**src/rtl/vga_timing_gradient_if.sv**
```systemverilog
// rtl/vga_timing_gradient_if.sv - raster timing and gradient lookup signal bundle
interface vga_timing_gradient_if;
    logic [9:0] hpos;
    logic [9:0] vpos;
    logic       hsync;
    logic       vsync;
    logic       display_on;
    logic [6:0] grad_y;
    logic [1:0] grad_x;
    logic       grad_pixel;

    modport master (
        output hpos, vpos, hsync, vsync, display_on, grad_pixel,
        input  grad_y, grad_x
    );

    modport slave (
        input  hpos, vpos, hsync, vsync, display_on, grad_pixel,
        output grad_y, grad_x
    );
endinterface

```
**src/rtl/vga_timing_gradient.sv**
```systemverilog
// rtl/vga_timing_gradient.sv - VGA raster counters, registered syncs and Bayer dither lookup
module vga_timing_gradient #(
    parameter int H_DISPLAY = 640,
    parameter int H_FRONT   = 16,
    parameter int H_SYNC    = 96,
    parameter int H_BACK    = 48,
    parameter int V_DISPLAY = 480,
    parameter int V_FRONT   = 10,
    parameter int V_SYNC    = 2,
    parameter int V_BACK    = 33
) (
    input  logic                   clk,
    input  logic                   rst_n,
    vga_timing_gradient_if.master  bus
);
    localparam logic [9:0] H_LAST     = 10'(H_DISPLAY + H_FRONT + H_SYNC + H_BACK - 1);
    localparam logic [9:0] V_LAST     = 10'(V_DISPLAY + V_FRONT + V_SYNC + V_BACK - 1);
    localparam logic [9:0] H_SYNC_BEG = 10'(H_DISPLAY + H_FRONT);
    localparam logic [9:0] H_SYNC_END = 10'(H_DISPLAY + H_FRONT + H_SYNC - 1);
    localparam logic [9:0] V_SYNC_BEG = 10'(V_DISPLAY + V_FRONT);
    localparam logic [9:0] V_SYNC_END = 10'(V_DISPLAY + V_FRONT + V_SYNC - 1);
    localparam logic [9:0] H_VIS      = 10'(H_DISPLAY);
    localparam logic [9:0] V_VIS      = 10'(V_DISPLAY);

    logic [9:0] hpos_q;
    logic [9:0] vpos_q;
    logic       hsync_q;
    logic       vsync_q;
    logic       end_of_line;

    assign end_of_line = (hpos_q == H_LAST);

    // Syncs compare the pre-increment counters, so they trail hpos/vpos by one clock.
    always_ff @(posedge clk) begin
        if (!rst_n) begin
            hpos_q  <= '0;
            vpos_q  <= '0;
            hsync_q <= 1'b1;
            vsync_q <= 1'b1;
        end else begin
            hpos_q  <= end_of_line ? '0 : hpos_q + 10'd1;
            if (end_of_line) begin
                vpos_q <= (vpos_q == V_LAST) ? '0 : vpos_q + 10'd1;
            end
            hsync_q <= ~((hpos_q >= H_SYNC_BEG) && (hpos_q <= H_SYNC_END));
            vsync_q <= ~((vpos_q >= V_SYNC_BEG) && (vpos_q <= V_SYNC_END));
        end
    end

    assign bus.hpos       = hpos_q;
    assign bus.vpos       = vpos_q;
    assign bus.hsync      = hsync_q;
    assign bus.vsync      = vsync_q;
    assign bus.display_on = (hpos_q < H_VIS) && (vpos_q < V_VIS);

    logic [3:0] threshold;
    logic [4:0] limit;

    always_comb begin
        threshold = 4'd0;
        case ({bus.grad_y[1:0], bus.grad_x})
            4'h0: threshold = 4'd0;
            4'h1: threshold = 4'd8;
            4'h2: threshold = 4'd2;
            4'h3: threshold = 4'd10;
            4'h4: threshold = 4'd12;
            4'h5: threshold = 4'd4;
            4'h6: threshold = 4'd14;
            4'h7: threshold = 4'd6;
            4'h8: threshold = 4'd3;
            4'h9: threshold = 4'd11;
            4'hA: threshold = 4'd1;
            4'hB: threshold = 4'd9;
            4'hC: threshold = 4'd15;
            4'hD: threshold = 4'd7;
            4'hE: threshold = 4'd13;
            4'hF: threshold = 4'd5;
            default: threshold = 4'd0;
        endcase
    end

    // Level 0 yields limit 16, so every threshold passes and the band is solid.
    assign limit          = 5'd16 - {1'b0, bus.grad_y[6:3]};
    assign bus.grad_pixel = ({1'b0, threshold} < limit);
endmodule

```
**src/flat_wrapper.sv**
```systemverilog
// flat-port wrapper written by rule: the top's interface ports become plain ports
module vga_timing_gradient_flat 
#(
    parameter int H_DISPLAY = 640,
    parameter int H_FRONT   = 16,
    parameter int H_SYNC    = 96,
    parameter int H_BACK    = 48,
    parameter int V_DISPLAY = 480,
    parameter int V_FRONT   = 10,
    parameter int V_SYNC    = 2,
    parameter int V_BACK    = 33
)
  (clk, rst_n, bus_hpos, bus_vpos, bus_hsync, bus_vsync, bus_display_on, bus_grad_pixel, bus_grad_y, bus_grad_x);
  vga_timing_gradient_if bus_i ();
  input  logic clk;
  input  logic rst_n;
  output wire logic [$bits(bus_i.hpos)-1:0] bus_hpos;
  output wire logic [$bits(bus_i.vpos)-1:0] bus_vpos;
  output wire logic [$bits(bus_i.hsync)-1:0] bus_hsync;
  output wire logic [$bits(bus_i.vsync)-1:0] bus_vsync;
  output wire logic [$bits(bus_i.display_on)-1:0] bus_display_on;
  output wire logic [$bits(bus_i.grad_pixel)-1:0] bus_grad_pixel;
  input wire logic [$bits(bus_i.grad_y)-1:0] bus_grad_y;
  input wire logic [$bits(bus_i.grad_x)-1:0] bus_grad_x;
  assign bus_hpos = bus_i.hpos;
  assign bus_vpos = bus_i.vpos;
  assign bus_hsync = bus_i.hsync;
  assign bus_vsync = bus_i.vsync;
  assign bus_display_on = bus_i.display_on;
  assign bus_grad_pixel = bus_i.grad_pixel;
  assign bus_i.grad_y = bus_grad_y;
  assign bus_i.grad_x = bus_grad_x;
  vga_timing_gradient #(.H_DISPLAY(H_DISPLAY), .H_FRONT(H_FRONT), .H_SYNC(H_SYNC), .H_BACK(H_BACK), .V_DISPLAY(V_DISPLAY), .V_FRONT(V_FRONT), .V_SYNC(V_SYNC), .V_BACK(V_BACK)) u_core (.clk(clk), .rst_n(rst_n), .bus(bus_i));
endmodule
```
**config.mk**
```make
export PLATFORM = sky130hd
export DESIGN_NAME = vga_timing_gradient_flat
export DESIGN_NICKNAME = d
export VERILOG_FILES = /design/src/rtl/vga_timing_gradient_if.sv /design/src/rtl/vga_timing_gradient.sv /design/src/flat_wrapper.sv
export SDC_FILE = /design/constraint.sdc
export NUM_CORES = 1
export LEC_CHECK = 0
export CAP_MARGIN = 5
export CORE_AREA = 3 3 58 60
export DETAILED_ROUTE_END_ITERATION = 10
export DIE_AREA = 0 0 61 63
export PLACE_DENSITY_LB_ADDON = 0.12
export REMOVE_ABC_BUFFERS = 1
export SLEW_MARGIN = 25
export SYNTH_ARGS = -nofsm -noshare
export SYNTH_HDL_FRONTEND = slang
export SYNTH_SLANG_ARGS = --single-unit
```
**constraint.sdc**
```tcl
create_clock -name clk -period 1.5 [get_ports clk]
set_input_delay 0.15 -clock clk [delete_from_list [all_inputs] [get_ports clk]]
set_output_delay 0.15 -clock clk [all_outputs]
set_load 0.02 [all_outputs]
```
# Yosys cells after proc, flatten, opt, wreduce, memory -nomap -nowiden
# Memory sizes are Yosys's and may differ from the RTL's.
# Index checks and enable logic that the tools add are counted.
# op_classes
n_reduce_logical,4
n_eq_ne,2
muxes,1
bitwise,3
order_cmp,7
addsub,3
# op_table
cell,count
"10-bit by 1-bit adder with 10-bit output, second input constant",2
"10-bit equality test, second input constant",2
"10-bit >= comparator, second input constant",1
"10-bit by 9-bit >= comparator with 1-bit output, second input constant",1
"10-bit less-or-equal comparator, second input constant",1
"10-bit by 9-bit less-or-equal comparator with 1-bit output, second input constant",1
"10-bit < comparator, second input constant",1
"10-bit by 9-bit < comparator with 1-bit output, second input constant",1
10-bit 2-to-1 mux,1
4-bit by 5-bit < comparator with 1-bit output,1
"5-bit by 4-bit subtractor with 5-bit output, first input constant",1
1-bit logical AND,3
1-bit NOT,3
2-bit OR reduction,1
# totals
register_bits,22
n_memories,1
mem_bits_ro,64
input_bits,11
out_inout_bits,24
# mem_list
name,words,word_bits,rd,rd_ports_with_merged_regs,wr,line_no,text
(name not given),16,4,1,0,0,vga_timing_gradient.sv:61,"case ({bus.grad_y[1:0], bus.grad_x})"

# Longest topological paths before layout
# Gate-level depths: netlist of the first run.
# depth
ltp_word,3
mapped_depth,7
ltp_nobuf,7

# Worst setup path before layout of the first run
# OpenSTA, ideal clock, no wires.
# synth_timing
kind,register to output
start,"reg u_core.hpos_q[8], in the netlist u_core.bus.hpos[8]"
end,out bus_display_on
t_arrival_ns,1.736
n_path_buf,0
setup_slack_ns,-0.386
path_stages_with_launch,3
path_cell_list,dfxtp_1 -> and2_1 -> a2111oi_0
# synth_between
elab_chain_len,2
# synth_lines
element,line_no,text
start: declaration,vga_timing_gradient.sv:25,logic [9:0] hpos_q;
start signal: assignment,vga_timing_gradient.sv:41,hpos_q <= end_of_line ? '0 : hpos_q + 10'd1;
10-bit < comparator,vga_timing_gradient.sv:54,assign bus.display_on = (hpos_q < H_VIS) && (vpos_q < V_VIS);
1-bit logical AND,vga_timing_gradient.sv:54,
end: declaration,flat_wrapper.sv:21,output wire logic [$bits(bus_i.display_on)-1:0] bus_display_on;
# Every way passes these cells.

# Worst setup path after layout of the first run
# layout_timing
start,"reg u_core.vpos_q[4], in the netlist u_core.bus.vpos[4]"
end,"reg u_core.vpos_q[9], in the netlist u_core.bus.vpos[9]"
# layout_between
elab_chain_len,2
word_cells_on_any_way,3
cone_classes,add/sub: 1; eq/ne: 1; mux: 1
# layout_lines
element,line_no,text
start: declaration,vga_timing_gradient.sv:26,logic [9:0] vpos_q;
start signal: assignment,vga_timing_gradient.sv:43,vpos_q <= (vpos_q == V_LAST) ? '0 : vpos_q + 10'd1;
10-bit by 1-bit adder with 10-bit output / 10-bit equality test (equally long branches),vga_timing_gradient.sv:43,
10-bit 2-to-1 mux *,vga_timing_gradient.sv:43,
# Mark *: on every way between the ends. The rest lies on a longest branch, timed or not.
# A chain may end at the register's enable or synchronous reset.

==> results.md, run 1 <==
- Status: finished, violations left
- Failing checks: negative setup slack
- Starting Density: 40.5%
- Hold slack final: 0.459 ns
- Worst vdd ir: 456 uV
- Antenna cell count: 0
- DR WL/cell: 14.6 um
- Dpl cells: 235
- Fin. max-slew vios: 0
- Post-layout min period: 1.59 ns
- EDFF count, synth: 0
- Setup violators final: 6
- Worst path arrival time: 1.84 ns
- First-pass GRT wire length: 5900 um
- Worst Skew: 0.00723 ns
- Design Power: 1.06 mW
- Pint: 777 uW
- Synth Area in Compound Gates: 7.89%
- Asr flop ratio synth: 0%
- Finished Cell Area: 2050 um^2
- Syn Std Cell Area: 1200 um^2
- Synth Area in Adders: 8.31%
- Net switching power: 285 uW
- Vias in the first global route: 1,319
- Worst Hold Class: reg2reg
- Buffers on Ports: 33
- Row count: 20
- Post-synth top area cell: dfxtp_1
- Non-filler cells, final: 244
- Avg Cell Area, Syn: 8.79 um^2
- Placed instance area: 1810 um^2
- Simple-gate portion of the synthesized area: 29.7%
- Worst slew margin: 72.3%
- Crit path capture type: register
- Synth Warn #: 0
- Top-area cell type share of the netlist area: 36.6%
- Crit. Startpoint: u_core.bus.vpos[4]
- H-tree levels: 1
- CTS buffer count: 3
- Die Span Y: 63 um
- Final net count: 232
- Mapped Cells: 137
- Post-Synth XOR/XNOR Area: 12.4%
- Setup WS pre-CTS: -1.05 ns
- Crit-path max FO: 5
- Crit start category: register
- Clk_lat worst skew: 0.31 ns
- Tot GR Track Use: 19.8%
- Clk sink count: 22
- TritonCTS clock tree: yes
- CTS max path bufs: 2
- WL final: 3570 um
- DIE WIDTH: 61 um
- LEAKAGE: 0.914 nW
- Synth Register Bits: 22
- Final Core Density: 68.7%
- Clock group share of total power: 26.7%
- Top FF cell, synth: dfxtp_1
- Largest family of logic cells by synthesized area: simple AND/OR/NAND/NOR gates
- Final GP Congestion: 0.806
- Hold path startpoint: u_core.bus.vpos[1]
- FILL cells: 259
- Initial antenna violation count: 0
- Area Overhead vs Synth: 69.8%
- Final setup TNS: -0.372 ns
- Final worst slack: -0.0933 ns
- Multiplexer share of the synthesized area: 0.831%
- Detail Route Antenna Nets: 0
- Logic pwr share: 17.3%
- Most common cell after layout, fill and taps aside: buf_4
- Worst Path Required: 1.75 ns
- Critical path type: reg2reg
- Largest net degree at the start of global routing: 12
- Layout cells sized above 1: 41.2%
- Worst R2R Start: u_core.bus.vpos[4]
- Max-Cap Viols: 0
- Io pins: 35
- Die area: 3840 um^2
- Sequential-to-total area share from yosys stat: 36.6%
- Highest-count cells in the layout ignoring fill and taps: buf_4 (39), dlygate4sd2_1 (23), dfxtp_1 (14)
- Reg clk slew, reported paths: 0.13 ns
- Gr ovfl total: 0
- Worst-margin pin slew: 0.410 ns
- Final Hold Fails: 0
- Synth cell types: 34
- Fmax: 628 MHz
- Power per cell area: 519 nW/um^2
- Synth top area cells: dfxtp_1 (37%), ha_1 (8.3%), xnor2_1 (6.5%)
- DRC violations left: 0
- Flop pwr share: 56.0%
- Via density: 5.27
- Initial DRC Count: 31
- Total number of vias: 1,287
- Root Buffer: clkbuf_4
- Unrepaired setup endpoints after global routing: yes
- Final HPWL DP: 2550 um
- 1st-pass router iterations: 4
- Core ar.: 2980 um^2
- Post-route clock period utilization: 106%
- Switching fraction of total power: 26.9%
[final timing paths]
kind | depth (start not counted) | end | slack (ns)
worst min register to register | 1 | u_core.bus.vsync | 0.46
worst min-delay path | 1 | u_core.bus.vsync | 0.46
worst max-delay path | 4 | u_core.bus.vpos[9] | -0.09
worst max register to register | 4 | u_core.bus.vpos[9] | -0.09
[registers in the layout (all words and copies together) (netlist names)]
register	cells
u_core.bus.hpos	10
u_core.bus.vpos	10
u_core.bus.vsync	1
u_core.bus.hsync	1
[power by group through the flow]
stage	clock (mW)	sequential [mW]	combinational (mW)
after floorplan	0	0.621	0.0634
after global placement	0	0.608	0.158
after global routing	0.312	0.596	0.203
after CTS	0.278	0.598	0.169
final	0.283	0.595	0.184
after detailed placement	0	0.608	0.163
[cells in the mapped netlist, drive strengths merged (2+ instances only)]
cell type   n
a21oi       4
and2        5
buf         2
dfxtp      22
ha          8
inv         9
nand2       7
nand2b      2
nand3       6
nand4      11
nor2       15
nor3        4
nor4        2
nor4b       2
o21ai       3
o31ai       3
or3         2
or4         4
xnor2       9
xor2        8
[cell type report]
type                            count  area [um^2]  area share (%)
Multi-Input combinational cell    104          875            42.8
Timing Repair Buffer               73          613            30.0
Sequential cell                    22          455            22.3
Tap cell                           33         41.3            2.02
Inverter                            9         38.8            1.90
Clock buffer                        3         22.5            1.10
[routing by layer]
layer,vias up,global-route usage [%],share of wire [%]
li1,630,-,-
met1,628,23.5,42
met2,25,35.4,55
met3,4,3.10,3.0
met4,0,5.42,0.56
met5,-,0,0
[worst max-delay path, cell delays in order, from the launching register on]
cell     delay [ns]
dfxtp_1        0.45
nand3_1        0.22
buf_4          0.22
or4_1          0.48
a21oi_1        0.16
[what timing repair did]
item                                    4_1_cts  5_1_grt
pin swaps                                    13        6
gates resized for setup                      77       22
cloned                                        0        0
endpoints found under the setup margin       36       18
setup buffers                                 3        3
hold buffers                                  0        0
[cell families after synthesis]
kind of cell	Yosys count
xor gates and xnor gates	17
muxes	1
adders and majority gates	8
buffers and inverters	11
DFF	22
and+or+nand+nor	64
AOI/OAI and AO/OA	14
Note: power is estimated with default switching activity, not from simulation.
==> run 2, diff against run 1 <==
Settings changed: CORE_AREA 3 3 58 60 to 2 2 57 59, DIE_AREA 0 0 61 63 to 0 0 59 61.
==> run 2 against run 1 <==
  * The flow still finishes with violations (negative setup slack)
  * Count of clock-buffer cells in the layout did not move
  * Sequential cell count did not move
  * Core utilization rose by 1.5 points
  * Critical path depth rose by 1
  * First-iteration DRC count rose by 35%
  * Combinational power barely moved
  * Register-to-register slack barely moved
  * Total power fell by 0.50%
  * Global-route usage rose by 0.061 points
  * Wire length fell by 0.95%
  * Critical endpoint is now u_core.bus.vpos[7]
  * Largest cell class unchanged
  * Highest routed layer unchanged
==> results.md, run 2 (synthesized netlist as in run 1, its figures left out) <==
- Final HPWL DP: 2430 um
- DIE WIDTH: 59 um
- Final setup TNS: -0.309 ns
- Buffers on Ports: 33
- Antenna cell count: 0
- Tot GR Track Use: 19.9%
- Flop pwr share: 56.5%
- Final GP Congestion: 0.788
- 1st-pass router iterations: 4
- Largest net degree at the start of global routing: 12
- Setup violators final: 5
- Gr ovfl total: 0
- Row count: 20
- Switching fraction of total power: 26.0%
- H-tree levels: 1
- LEAKAGE: 0.978 nW
- Unrepaired setup endpoints after global routing: yes
- Crit start category: register
- Vias in the first global route: 1,286
- Crit path capture type: register
- Layout cells sized above 1: 40.5%
- Crit-path max FO: 4
- Fin. max-slew vios: 0
- Net switching power: 275 uW
- Fmax: 627 MHz
- Clk sink count: 22
- Final Hold Fails: 0
- Initial DRC Count: 42
- CTS buffer count: 3
- # hold bufs at CTS: 0
- Placed instance area: 1820 um^2
- Finished Cell Area: 2070 um^2
- Total number of vias: 1,301
- Final Core Density: 70.2%
- Worst Path Required: 1.76 ns
- Final net count: 236
- Via density: 5.25
- DRC violations left: 0
- First-pass GRT wire length: 5490 um
- Failing checks: negative setup slack
- Worst slew margin: 73.9%
- Starting Density: 40.8%
- Design Power: 1.06 mW
- Worst Skew: 0.00635 ns
- Reg clk slew, reported paths: 0.12 ns
- Core ar.: 2950 um^2
- Area Overhead vs Synth: 72.1%
- Die Span Y: 61 um
- Io pins: 35
- CTS max path bufs: 2
- WL final: 3530 um
- Post-route clock period utilization: 106%
- Reg2reg setup slack: -0.09 ns
- Initial antenna violation count: 0
- Most common cell after layout, fill and taps aside: buf_4
- FILL cells: 234
- DR WL/cell: 14.3 um
- Max-Cap Viols: 0
- Worst vdd ir: 403 uV
- TritonCTS clock tree: yes
- Logic pwr share: 17.7%
- Worst Hold Class: reg2reg
- Die area: 3600 um^2
- Power per cell area: 510 nW/um^2
- Worst-margin pin slew: 0.390 ns
- Detail Route Antenna Nets: 0
- Clk_lat worst skew: 0.31 ns
- Clock group share of total power: 25.7%
- Status: finished, violations left
- Highest-count cells in the layout ignoring fill and taps: buf_4 (42), dlygate4sd2_1 (19), nor2_1 (14), dfxtp_1 (14), nand4_1 (11)
- Pint: 783 uW
- Final worst slack: -0.0938 ns
- Root Buffer: clkbuf_4
- Critical path type: reg2reg
- Worst path arrival time: 1.85 ns
- Post-layout min period: 1.59 ns
-- run 2: changes by cell type in the layout (fill, tap and decap cells not counted), sizes merged --
cell	before	now
buf	45	48
clkbuf	3	5
clkdlybuf4s15	1	0
clkdlybuf4s50	4	3
dlygate4sd2	23	19
dlymetal6s2s	0	5
-- run 2: power groups by stage --
stage               clock network (mW)  registers [mW]  logic (mW)
floorplan                            0           0.621      0.0634
global placement                     0           0.608       0.155
detailed placement                   0           0.609       0.162
CTS                              0.272           0.597       0.168
global route                     0.301           0.599       0.205
finish                           0.272           0.598       0.187
-- run 2: cell type report --
cell class,count,area [um^2],area share (%)
Timing Repair Buffer,77,659,31.8
Sequential cell,22,453,21.8
Clock buffer,3,22.5,1.09
Inverter,9,38.8,1.87
Multi-Input combinational cell,104,858,41.4
Tap cell,33,41.3,1.99
-- run 2: path summary, 6_finish.rpt --
path | start | to | cells after the start
worst min register to register | u_core.bus.vpos[1] | u_core.bus.vsync | 1
worst max-delay path | u_core.bus.hpos[0] | u_core.bus.vpos[7] | 5
worst max register to register | u_core.bus.hpos[0] | u_core.bus.vpos[7] | 5
worst min-delay path | u_core.bus.vpos[1] | u_core.bus.vsync | 1
-- run 2: layer usage --
layer / vias up / share of wire (%) / track usage, %
met2: 26 / 53 / 36.2
met4: 0 / 1.8 / 7.79
met3: 7 / 2.7 / 2.77
met5: - / 0 / 0
met1: 627 / 42 / 23.5
li1: 641 / - / -
-- run 2: repair_timing --
item | CTS | global route
resized for setup | 67 | 29
pin swaps | 12 | 14
endpoints found under the setup margin | 36 | 21
setup buffers | 2 | 7
-- run 2: metrics by stage --
step | std cells | hold WS, ns | setup WS [ns]
final | 248 | 0.486 | -0.0938
after global routing | 248 | 0.515 | -0.208
after CTS | 241 | 0.483 | -0.133
after detailed placement | 236 | 0.501 | -1.07
after global placement | 236 | 0.497 | -0.999
after floorplan | 135 | 0.239 | -0.386
-- run 2: critical path: stages (launching register included) --
cell	delay, ns
dfxtp_2	0.38
ha_4	0.15
and4_4	0.24
nand4_1	0.14
or4_1	0.50
a21oi_1	0.13
